<file path="src/rtl/fetch_pkg.sv">
// Shared constants, entry type and sizing helper for the fetch front end.
package fetch_pkg;
    localparam int          XLEN_DEF     = 32;
    localparam int          DEPTH_DEF    = 4;
    localparam logic [31:0] RESET_PC_DEF = 32'h0;
    localparam int          PC_STEP_DEF  = 4;

    // Pointer width; clamped to 1 so a degenerate depth still yields a legal vector.
    function automatic int ptr_w(input int depth);
        return (depth > 1) ? $clog2(depth) : 1;
    endfunction

    localparam int PTR_W = ptr_w(DEPTH_DEF);

    typedef struct packed {
        logic [XLEN_DEF-1:0] pc;
        logic [XLEN_DEF-1:0] instr;
    } fetch_entry_t;
endpackage

</file>
<file path="src/rtl/fetch_if.sv">
// Instruction-memory request path and decode handshake of the fetch stage.
interface fetch_if import fetch_pkg::*; #(
    parameter int XLEN = XLEN_DEF
) ();
    logic            imem_req;
    logic [XLEN-1:0] imem_addr;
    logic [XLEN-1:0] imem_rdata;
    logic            out_valid;
    logic            out_ready;
    logic [XLEN-1:0] out_instr;
    logic [XLEN-1:0] out_pc;

    modport master (
        output imem_req, imem_addr, out_valid, out_instr, out_pc,
        input  imem_rdata, out_ready
    );
    modport slave (
        input  imem_req, imem_addr, out_valid, out_instr, out_pc,
        output imem_rdata, out_ready
    );
endinterface

</file>
<file path="src/rtl/fetch_fifo.sv">
// Prefetch queue: DEPTH x W storage, head read combinationally from the array.
module fetch_fifo import fetch_pkg::*; #(
    parameter  int DEPTH = DEPTH_DEF,
    parameter  int W     = 2 * XLEN_DEF,
    localparam int PW    = ptr_w(DEPTH)
) (
    input  logic         clk,
    input  logic         flush,
    input  logic         push,
    input  logic         pop,
    input  logic [W-1:0] wdata,
    output logic [W-1:0] rdata,
    output logic [PW:0]  count,
    output logic         full,
    output logic         empty
);
    logic [W-1:0]    mem [DEPTH];
    logic [PW-1:0]   wr_ptr;
    logic [PW-1:0]   rd_ptr;

    // Pointers wrap naturally because DEPTH is a power of two.
    always_ff @(posedge clk) begin
        if (flush) begin
            wr_ptr <= '0;
            rd_ptr <= '0;
            count  <= '0;
        end else begin
            if (push) wr_ptr <= wr_ptr + PW'(1);
            if (pop)  rd_ptr <= rd_ptr + PW'(1);
            case ({push, pop})
                2'b10:   count <= count + (PW+1)'(1);
                2'b01:   count <= count - (PW+1)'(1);
                default: ;
            endcase
        end
    end

    always_ff @(posedge clk) begin
        if (push && !flush) mem[wr_ptr] <= wdata;
    end

    assign rdata = mem[rd_ptr];
    assign full  = (count == (PW+1)'(DEPTH));
    assign empty = (count == '0);
endmodule

</file>
<file path="src/rtl/fetch_frontend.sv">
// Decoupled fetch: PC generator, one-cycle imem request path, prefetch queue to decode.
module fetch_frontend import fetch_pkg::*; #(
    parameter int              XLEN     = XLEN_DEF,
    parameter int              DEPTH    = DEPTH_DEF,
    parameter logic [XLEN-1:0] RESET_PC = XLEN'(RESET_PC_DEF),
    parameter int              PC_STEP  = PC_STEP_DEF
) (
    input  logic            clk,
    input  logic            rst,
    input  logic            clk_en,
    fetch_if.master         bus,
    input  logic            redirect_valid,
    input  logic [XLEN-1:0] redirect_pc,
    output logic            err_misalign
);
    localparam int              PW         = ptr_w(DEPTH);
    localparam int              OW         = PW + 2;
    localparam logic [XLEN-1:0] ALIGN_MASK = XLEN'(PC_STEP - 1);

    logic [XLEN-1:0]   pc_q;
    logic [XLEN-1:0]   req_pc_q;
    logic              inflight_q;
    logic [PW:0]       count;
    logic              full;
    logic              empty;
    logic [2*XLEN-1:0] head;
    logic              pop;
    logic [OW-1:0]     occ;
    logic              fifo_push;
    logic              fifo_pop;
    logic              fifo_flush;

    // Credit check counts the in-flight response, so a push never lands on a full queue.
    assign bus.out_valid = rst && !empty;
    assign pop           = bus.out_valid && bus.out_ready;
    assign occ           = OW'(count) + OW'(inflight_q) - OW'(pop);
    assign bus.imem_req  = rst && clk_en && !redirect_valid && (occ < OW'(DEPTH));
    assign bus.imem_addr = pc_q;
    assign bus.out_pc    = bus.out_valid ? head[2*XLEN-1:XLEN] : '0;
    assign bus.out_instr = bus.out_valid ? head[XLEN-1:0]      : '0;

    assign fifo_flush = clk_en && (!rst || redirect_valid);
    assign fifo_push  = clk_en && rst && !redirect_valid && inflight_q;
    assign fifo_pop   = clk_en && rst && !redirect_valid && pop;

    fetch_fifo #(.DEPTH(DEPTH), .W(2*XLEN)) u_fifo (
        .clk   (clk),
        .flush (fifo_flush),
        .push  (fifo_push),
        .pop   (fifo_pop),
        .wdata ({req_pc_q, bus.imem_rdata}),
        .rdata (head),
        .count (count),
        .full  (full),
        .empty (empty)
    );

    always_ff @(posedge clk) begin
        if (clk_en) begin
            if (!rst) begin
                pc_q         <= RESET_PC;
                inflight_q   <= 1'b0;
                err_misalign <= 1'b0;
            end else if (redirect_valid) begin
                pc_q       <= redirect_pc & ~ALIGN_MASK;
                inflight_q <= 1'b0;
                if (|(redirect_pc & ALIGN_MASK)) err_misalign <= 1'b1;
            end else begin
                inflight_q <= bus.imem_req;
                if (bus.imem_req) begin
                    req_pc_q <= pc_q;
                    pc_q     <= pc_q + XLEN'(PC_STEP);
                end
            end
        end
    end

    no_push_when_full: assert property (@(posedge clk) !(fifo_push && full && !fifo_pop));
endmodule

</file>
<file path="src/flat_wrapper.sv">
// flat-port wrapper written by rule: the top's interface ports become plain ports
module fetch_frontend_flat import fetch_pkg::*;
#(
    parameter int              XLEN     = XLEN_DEF,
    parameter int              DEPTH    = DEPTH_DEF,
    parameter logic [XLEN-1:0] RESET_PC = XLEN'(RESET_PC_DEF),
    parameter int              PC_STEP  = PC_STEP_DEF
)
  (clk, rst, clk_en, redirect_valid, redirect_pc, err_misalign, bus_imem_req, bus_imem_addr, bus_out_valid, bus_out_instr, bus_out_pc, bus_imem_rdata, bus_out_ready);
  fetch_if #(.XLEN(XLEN)) bus_i ();
  input  logic clk;
  input  logic rst;
  input  logic clk_en;
  input  logic redirect_valid;
  input  logic [XLEN-1:0] redirect_pc;
  output logic err_misalign;
  output wire logic [$bits(bus_i.imem_req)-1:0] bus_imem_req;
  output wire logic [$bits(bus_i.imem_addr)-1:0] bus_imem_addr;
  output wire logic [$bits(bus_i.out_valid)-1:0] bus_out_valid;
  output wire logic [$bits(bus_i.out_instr)-1:0] bus_out_instr;
  output wire logic [$bits(bus_i.out_pc)-1:0] bus_out_pc;
  input wire logic [$bits(bus_i.imem_rdata)-1:0] bus_imem_rdata;
  input wire logic [$bits(bus_i.out_ready)-1:0] bus_out_ready;
  assign bus_imem_req = bus_i.imem_req;
  assign bus_imem_addr = bus_i.imem_addr;
  assign bus_out_valid = bus_i.out_valid;
  assign bus_out_instr = bus_i.out_instr;
  assign bus_out_pc = bus_i.out_pc;
  assign bus_i.imem_rdata = bus_imem_rdata;
  assign bus_i.out_ready = bus_out_ready;
  fetch_frontend #(.XLEN(XLEN), .DEPTH(DEPTH), .RESET_PC(RESET_PC), .PC_STEP(PC_STEP)) u_core (.clk(clk), .rst(rst), .clk_en(clk_en), .bus(bus_i), .redirect_valid(redirect_valid), .redirect_pc(redirect_pc), .err_misalign(err_misalign));
endmodule
</file>
<file path="config.mk">
export PLATFORM = sky130hd
export DESIGN_NAME = fetch_frontend_flat
export DESIGN_NICKNAME = d
export VERILOG_FILES = /design/src/rtl/fetch_pkg.sv /design/src/rtl/fetch_if.sv /design/src/rtl/fetch_fifo.sv /design/src/rtl/fetch_frontend.sv /design/src/flat_wrapper.sv
export SDC_FILE = /design/constraint.sdc
export NUM_CORES = 1
export LEC_CHECK = 0
export BUFFER_PORTS_ARGS = -buffer_cell sky130_fd_sc_hd__buf_2
export CORE_ASPECT_RATIO = 0.7
export CORE_MARGIN = 5
export CORE_UTILIZATION = 50
export CTS_BUF_LIST = sky130_fd_sc_hd__clkbuf_4
export CTS_CLUSTER_SIZE = 10
export DETAILED_ROUTE_END_ITERATION = 8
export HOLD_SLACK_MARGIN = 0.1
export PLACE_DENSITY = 0.71
export SYNTH_ARGS = -nofsm -noshare
export SYNTH_HDL_FRONTEND = slang
export SYNTH_SLANG_ARGS = --single-unit
</file>
<file path="constraint.sdc">
create_clock -name clk -period 6.1 [get_ports clk]
set_input_delay 0.305 -clock clk [delete_from_list [all_inputs] [get_ports clk]]
set_output_delay 0.305 -clock clk [all_outputs]
set_load 0.1 [all_outputs]
</file>
Word-level counts from Yosys, hierarchy flattened
Memories as Yosys holds them, arrays and structs flattened. A register that Yosys moved wholly into a read port is not among the register bits.
Index checks and enable logic that the tools add are counted.

cells by class
  bitwise operators = 2
  order comparisons = 1
  $add $sub $neg = 7
  equal/unequal tests = 5
  muxes and demuxes = 11
  reduce and logical (&&, ||, !) cells = 21

operators with widths
  kind                     count
  $mux W32                 4
  $add A32 B3 Y32 const B  1
  $logic_and A1 B1 Y1      9
  $pmux W3 S2              1
  $add A2 B1 Y2 const B    2
  $add A3 B1 Y4            1
  $logic_not A1 Y1         4
  $lt A4 B3 Y1 const B     1
  $mux W1                  4
  $mux W2                  2
  $ne A2 B1 Y1 const B     2
  $reduce_and A4 Y1        1
  $reduce_or A2 Y1         2
  $sub A4 B1 Y4            1
  $add A3 B1 Y3 const B    1
  $logic_not A3 Y1         1
  $ne A3 B1 Y1 const B     1
  $reduce_and A3 Y1        1
  $sub A3 B1 Y3 const B    1
  $eq A2 B1 Y1 const B     1
  $eq A2 B2 Y1 const B     1
  $not A1 Y1               2
  $reduce_and A2 Y1        1
  $reduce_bool A2 Y1       1
  $logic_or A1 B1 Y1       1

word-level totals
  memories = 1
  register bits after elaboration = 73
  logic and storage cells = 56
  bits of input ports = 69
  RAM bits = 256

memory list
  memory             depth  bits a word  read ports  clocked after Yosys merged registers in  write ports  RTL line          source
  u_core.u_fifo.mem  4      64           1           1                                        1            fetch_fifo.sv:17  logic [W-1:0] mem [DEPTH];

Longest topological paths before layout
Gate-level depths: netlist (run 1).

  word-level depth = 9
  mapped depth = 9

Modules after synthesis
Synthesis (run 1) repeated with hierarchy kept, for this count alone.

second synthesis, totals
  cell total of the unflattened synthesis = 716
  area, all modules = 13,342.8 sq um

modules (own cells, without submodules)
  module          instances  sequential area each (sq um)  area each (sq um)  cells an instance
  fetch_fifo      1          7,867.5                       9,748.1            382
  fetch_frontend  1          1,861.8                       3,594.7            334

Worst setup path after synthesis (run 1)
No wires, ideal clock.

  path type = reg2reg
  from = register u_core.u_fifo.count[0]
  to = register u_core.req_pc_q[10], enable pin
  path slack = 1.470 ns
  stages on the path, launching flop included = 9
  path buffers = 0
  library setup time = 0.473 ns
  data arrival time = 4.157 ns
  cells stage by stage = dfxtp_1 o31a_1 and2_1 ha_1 inv_1 ha_1 a31oi_1 nand3_1 a311oi_1

on the way
  cells in the longest elaborated chain, start to end = 8
  elaborated cells on any way between the ends = 9
  classes of those cells = 2 x add/sub; 1 x order compare; 6 x reduce/logical

ends and longest elaborated chain
  what                                                   RTL line              source
  start, declared                                        fetch_fifo.sv:13      output logic [PW:0] count,
  start signal, assigned                                 fetch_fifo.sv:31      2'b10: count <= count + (PW+1)'(1);
  start signal, assigned                                 fetch_fifo.sv:32      2'b01: count <= count - (PW+1)'(1);
  branches (longest 4 deep; another with $add A3 B1 Y4)  n/a
  $sub A4 B1 Y4 *                                        fetch_frontend.sv:36  assign occ = OW'(count) + OW'(inflight_q) - OW'(pop);
  $lt A4 B3 Y1 *                                         fetch_frontend.sv:37  assign bus.imem_req = rst && clk_en && !redirect_valid && (occ < OW'(DEPTH));
  $logic_and A1 B1 Y1 *                                  fetch_frontend.sv:37
  $reduce_and A4 Y1 (no line) *                          n/a
  end signal, assigned                                   fetch_frontend.sv:71  req_pc_q <= pc_q;
  end, declared                                          fetch_frontend.sv:21  logic [XLEN-1:0] req_pc_q;

Mark *: on every way between the ends.
A chain may end at the register's enable or synchronous reset.

Worst setup path in the final report (run 1)
  from = register u_core.u_fifo.count[0]
  to = output bus_imem_req

on the way
  cells in the longest elaborated chain, start to end = 7
  elaborated cells on any way between the ends = 8
  classes of those cells = 2 x add/sub; 1 x order compare; 5 x reduce/logical

ends and longest elaborated chain
  what                                                   RTL line              source
  branches (longest 4 deep; another with $add A3 B1 Y4)  n/a
  $sub A4 B1 Y4 *                                        fetch_frontend.sv:36
  $lt A4 B3 Y1 *                                         fetch_frontend.sv:37
  $logic_and A1 B1 Y1 *                                  fetch_frontend.sv:37
  end, declared                                          flat_wrapper.sv:17    output wire logic [$bits(bus_i.imem_req)-1:0] bus_imem_req;

Marks and branches as above.

==> results.cfg, run 1 <==
[outcome]
status = completed

[final_layout]
layout_commonest_cell = edfxtp_1
stdcell_count = 1370
fin_nets = 1058
area_growth_pct = 21.5
layout_common_cells = 310 x edfxtp_1, 163 x buf_2, 110 x clkbuf_4
drive_gt1_share_pct = 35.8
n_antenna_cell = 0
nFillCells = 1895

[floorplanning]
dieHeight_um = 145
coreArea_um2 = 25600
start_util_pct = 50.6
dieArea_um2 = 29300
num_io_pins = 168
fp.dieW_um = 202
rows = 49

[timing]
fin_tns_setup_ps = 0
tightest_slew_ps = 1110
fmax_mhz = 271
maxSlewViolCount = 0
fin_skew_ps = 29.5
slew_headroom_pct = 25.6
min_period_over_period_pct = 60.4
hold_viol_final = 0
setup_viol_count_final = 0
fin_crit_ps = 3690
rsz0062_at_grt = no

[drt]
ant_nets = 0
routed_wl_mm = 27.7
wl_per_cell_um = 20.2
firstDrtPassIters = 5
drtIter0Drc = 500
drc_errors = 0
via_count = 7474
vias_per_cell = 5.46

[worst_hold_path]
min_path_type = input pin to flip-flop

[cts]
clock-sinks = 319
cts_max_path_buffers = 3
cts_buffers = 78
htreeDepth = 3
cts_tree = yes
clk_pin_slew_ps = 80
clkLatencyLatePin_ps = 660
cts_root_buf = clkbuf_4
ctsResizeCount = 0

[worst_setup_path]
start_kind = flip-flop
path_max_fanout = 4
crit_path_end = bus_imem_req
crit_top_cell = ha_1
critPathLaunch = u_core.u_fifo.count[0]
worst_ep_arrival_time_ps = 3380
critical_path_class = flip-flop to primary output
reg2reg_to = u_core.bus.imem_addr[20]
critPathMaxStageDelay_ps = 490
reg2regPathDepth = 8
required_ps = 5790
crit_slowest_cell = buf_2
cp-end-kind = primary output
r2r-start = u_core.u_fifo.count[0]
path_cells = o31a_2 -> and2_1 -> ha_1 -> inv_1 -> ha_1 -> a31oi_1 -> nand3_1 -> a311oi_1 -> buf_2
r2r_setup_slack_ps = 2850

[placement]
io_buffers = 163
dp_cells = 1166
post-dp-hpwl_mm = 15.8
gp_congestion = 0.824

[logic_synthesis]
ys.flop_type = edfxtp_1
synth_top_family_by_area = multiplexers
synth_mux_area_share_pct = 11.0
ys_seq_elements = 319
synth_area_per_cell_um2 = 18.5
ys_async_sr_fraction_pct = 0
synth_edf_count = 310
yosysUniqueCellTypes = 53
yosysWarnings = 0
synth_compound_area_share_pct = 3.76
synthesis.area_um2 = 13000
yosys.area_share.adder_pct = 1.02
syn_inst = 701
synth_seq_area_share_pct = 73.2
synth_xor_area_share_pct = 0.946
yosys.area_share.simple_pct = 8.29

[global_route]
antenna_found_initial = 0
grt_max_degree = 66
grt_remaining_overflow = 0
grt_pass1_wl_mm = 43.6
grt_pass1_vias = 7920
grt_util_all_layers_pct = 19.3

[power_and_ir_drop]
ir_drop_mv = 0.125
power_density_nw_per_um2 = 288
p_leak_nw = 5.59

[run]
cap_violations = 0
==> worst max-delay path, delay by kind of cell, from the launching register on <==
family | cells | cell delay [ps]
flops | 1 | 350
fa+ha+maj | 2 | 390
buf+inv | 2 | 540
simple gates | 2 | 440
compound gates | 3 | 1000
==> how the worst min path moves through the flow <==
stage | startpoint | endpoint | slack, ps | cells past startpoint
floorplan | rst | u_core.err_misalign | 400 | 0
global placement | u_core.u_fifo.rd_ptr[1] | flip-flop | 470 | 2
detailed placement | u_core.u_fifo.rd_ptr[1] | flip-flop | 470 | 2
CTS | redirect_pc[18] | u_core.bus.imem_addr[18] | 110 | 3
global route | rst | u_core.err_misalign | 140 | 1
finish | redirect_pc[18] | u_core.bus.imem_addr[18] | 180 | 3
==> power breakdown <==
part	switching [mW]	internal [mW]
sequential	0.0418	2.43
combinational	0.269	0.0938
clock	0.820	0.880
==> synth_stat cells, types with 2 or more instances <==
library cell | instances | share of area, %
nand4_1 | 7 | 0.34
mux2_2 | 2 | 0.17
a31oi_1 | 7 | 0.34
nand2_1 | 10 | 0.29
xnor2_1 | 8 | 0.54
buf_2 | 8 | 0.31
o21ai_0 | 31 | 1.2
and2_1 | 65 | 3.1
nor4_4 | 2 | 0.33
xor2_1 | 6 | 0.41
nand2b_1 | 4 | 0.19
buf_4 | 4 | 0.23
nor3b_1 | 2 | 0.12
o311a_1 | 2 | 0.15
nor2b_1 | 6 | 0.29
a311oi_1 | 7 | 0.47
ha_1 | 9 | 0.87
nor4_1 | 5 | 0.24
or3_1 | 3 | 0.14
a31o_2 | 2 | 0.14
a211oi_1 | 5 | 0.29
o211a_1 | 4 | 0.31
and4_1 | 8 | 0.54
buf_1 | 3 | 0.087
clkbuf_1 | 20 | 0.58
mux4_2 | 62 | 11
and3_1 | 7 | 0.34
a21oi_1 | 12 | 0.46
nand4_2 | 2 | 0.19
edfxtp_1 | 310 | 72
nor2_1 | 11 | 0.32
nand4_4 | 2 | 0.33
dfxtp_1 | 9 | 1.4
inv_1 | 16 | 0.46
nand3_2 | 2 | 0.15
or4_1 | 2 | 0.12
nand3_1 | 9 | 0.35
a41oi_1 | 2 | 0.14
nor3_1 | 11 | 0.42
==> cell type report <==
cell class | instances | area, um2 | area share (%)
Sequential cell | 319 | 9500 | 60.3
Clock inverter | 30 | 145 | 0.922
Multi-Input combinational cell | 333 | 3320 | 21.1
Inverter | 17 | 63.8 | 0.405
Timing Repair Buffer | 230 | 1480 | 9.40
Tap cell | 331 | 414 | 2.63
Clock buffer | 110 | 826 | 5.25
==> routing by layer <==
metal | wire [um] | up-vias | GRT usage [%]
met4 | 402 | 0 | 5.78
met1 | 12400 | 3729 | 27.0
li1 | - | 3431 | -
met3 | 1890 | 42 | 5.37
met5 | 0 | - | 0
met2 | 13000 | 272 | 30.5
==> sequential cells by signal, indices dropped and copies added, names as in the netlist, named ones only <==
signal                cells
u_core.u_fifo.rd_ptr      2
u_core.inflight_q         1
u_core.err_misalign       1
u_core.u_fifo.count       3
u_core.u_fifo.wr_ptr      2
u_core.u_fifo.mem       248
u_core.bus.imem_addr     30
u_core.req_pc_q          30
==> stage by stage <==
stage                     utilization [%]  setup WS (ps)  hold WS (ps)  total power [mW]  instance area [um2]
after floorplan                         -           1470           404              2.76                13000
after global placement               55.1           2590           471              2.85                14100
after detailed placement             55.1           2540           468              2.85                14100
after CTS                            61.4           2350           109              4.59                15700
after global routing                 61.4           2230           136              4.75                15700
final                                61.4           2410           182              4.54                15700
==> cell families after synthesis <==
family | count (synthesis)
compound gates | 76
fa+ha+maj | 10
xor+xnor | 14
simple gates | 164
flops | 319
mux | 65
other cells | 1
buf+inv | 52
==> repair_timing <==
item                                   in CTS  in global routing
endpoints found under the hold margin     164                  0
buffers inserted                            0                  0
hold buffers                               64                  0
Note: power is estimated with default switching activity, not from simulation.
==> inputs of run 2 (changes only) <==
- clock period: 6.1 -> 3.6 ns (I/O delays scaled with it)
==> results.cfg, run 2 (synthesized netlist as in run 1, its figures left out) <==
[cts]
cts_tree = yes
htreeDepth = 3
clk_pin_slew_ps = 80
cts_buffers = 77
cts_root_buf = clkbuf_4
clkLatencyLatePin_ps = 680
cts_max_path_buffers = 3
clock-sinks = 319

[worst_setup_path]
cpLargestDelayFamily = compound AO/OA/AOI/OAI gates
critical_path_class = flip-flop to primary output
critPathMaxStageDelay_ps = 420
required_ps = 3420
crit_top_cell = ha_1
reg2regPathDepth = 9
cp-end-kind = primary output
worst_ep_arrival_time_ps = 3220
start_kind = flip-flop
crit_slowest_cell = a311oi_4
path_cells = o31a_2 -> and2_1 -> ha_1 -> inv_1 -> ha_1 -> a31oi_1 -> nand3_1 -> a311oi_4 -> buf_12
path_max_fanout = 4
cp.depth = 9
cp_num_buf_inv = 2

[power_and_ir_drop]
ir_drop_mv = 0.206
clockPowerShare_pct = 35.5
p_sw_mw = 1.86
internal_power_mw = 5.63
power_density_nw_per_um2 = 474
p_sw_share_pct = 24.8
total_power_mw = 7.48
pwr-share-comb_pct = 8.4
p_seq_share_pct = 56.1
p_leak_nw = 5.61

[drt]
drtIter0Drc = 610
ant_nets = 0
wl_per_cell_um = 20.9
via_count = 7629
routed_wl_mm = 28.5
drc_errors = 0
vias_per_cell = 5.61
firstDrtPassIters = 5

[placement]
gp_congestion = 0.846
io_buffers = 163
post-dp-hpwl_mm = 17.3
dp_cells = 1178

[floorplanning]
num_io_pins = 168
dieArea_um2 = 29300
coreArea_um2 = 25600
start_util_pct = 50.6
rows = 49
fp.dieW_um = 202
dieHeight_um = 145

[final_layout]
regMostFlops = u_core.u_fifo.mem
area_growth_pct = 21.9
largest_register_ffs = 248
fin_nets = 1073
drive_gt1_share_pct = 36.2
nFillCells = 1906
stdcell_count = 1360
layout_commonest_cell = edfxtp_1
layout_common_cells = 310 x edfxtp_1, 162 x buf_2, 99 x clkbuf_4
n_antenna_cell = 0

[run]
cap_violations = 0

[global_route]
grt_remaining_overflow = 0
antenna_found_initial = 0
grt_util_all_layers_pct = 19.6
grt_pass1_vias = 7964
grt_max_degree = 66
grt_pass1_wl_mm = 43.9

[timing]
hold_viol_final = 0
hold_slack_ps = 260
min_period_over_period_pct = 94.4
fin_crit_ps = 3400
fin_tns_setup_ps = 0
tightest_slew_ps = 682
fmax_mhz = 294
maxSlewViolCount = 0
slew_headroom_pct = 54.5
setup_viol_count_final = 0
fin_skew_ps = 26.1
rsz0062_at_grt = no

[worst_hold_path]
min_path_type = input pin to flip-flop
hold_depth = 2

[outcome]
status = completed
-- run 2: cell types whose count changed in the layout (fill, tap and decap cells not counted), sizes merged --
cell | previous run | this run
dlygate4sd3 | 64 | 68
buf | 166 | 178
clkinv | 26 | 11
clkbuf | 110 | 99
-- run 2: repair_timing --
item	4_1_cts	5_1_grt
buffers inserted	0	0
hold buffers	68	0
setup endpoints to repair	0	1
resized for setup	0	1
hold endpoints to repair	167	0
-- run 2: power groups by stage --
stage,logic (mW),clock network (mW),registers [mW]
6_report,0.628,2.66,4.19
5_1_grt,0.660,2.97,4.20
4_1_cts,0.626,2.75,4.19
3_5_place_dp,0.569,0,4.27
3_3_place_gp,0.564,0,4.27
2_1_floorplan,0.254,0,4.43
-- run 2: layout make-up --
cell class | count | area (um2) | share of cell area (%)
multi-input cells | 333 | 3330 | 21.1
well taps | 331 | 414 | 2.62
repair buffers | 246 | 1660 | 10.5
clock buffers | 99 | 743 | 4.70
flip-flops and latches | 319 | 9500 | 60.1
inverters | 17 | 63.8 | 0.404
clock inverters | 15 | 87.6 | 0.554
-- run 2: through the flow --
step | utilization (%) | worst slack [ps] | cell area, um2
3_5_place_dp | 55.7 | 749 | 14300
6_report | 61.7 | 203 | 15800
4_1_cts | 61.6 | 184 | 15800
5_1_grt | 61.7 | 21.1 | 15800
2_1_floorplan | - | 85.3 | 13000
3_3_place_gp | 55.7 | 772 | 14300
-- run 2: final timing paths --
path | startpoint | end | slack, ps
worst min register to register | u_core.req_pc_q[18] | u_core.u_fifo.mem[1][50] | 500
worst max-delay path | u_core.u_fifo.count[0] | bus_imem_req | 200
worst min-delay path | bus_imem_rdata[24] | u_core.u_fifo.mem[1][24] | 260
worst max register to register | u_core.u_fifo.count[0] | u_core.bus.imem_addr[12] | 660
-- run 2: layer usage --
layer / part of all wire (%) / GRT usage [%] / vias to the layer above
met2: 47 / 31.5 / 352
met3: 7.9 / 5.21 / 49
met4: 1.7 / 6.64 / 0
li1: - / - / 3442
met1: 43 / 26.7 / 3786
met5: 0 / 0 / -
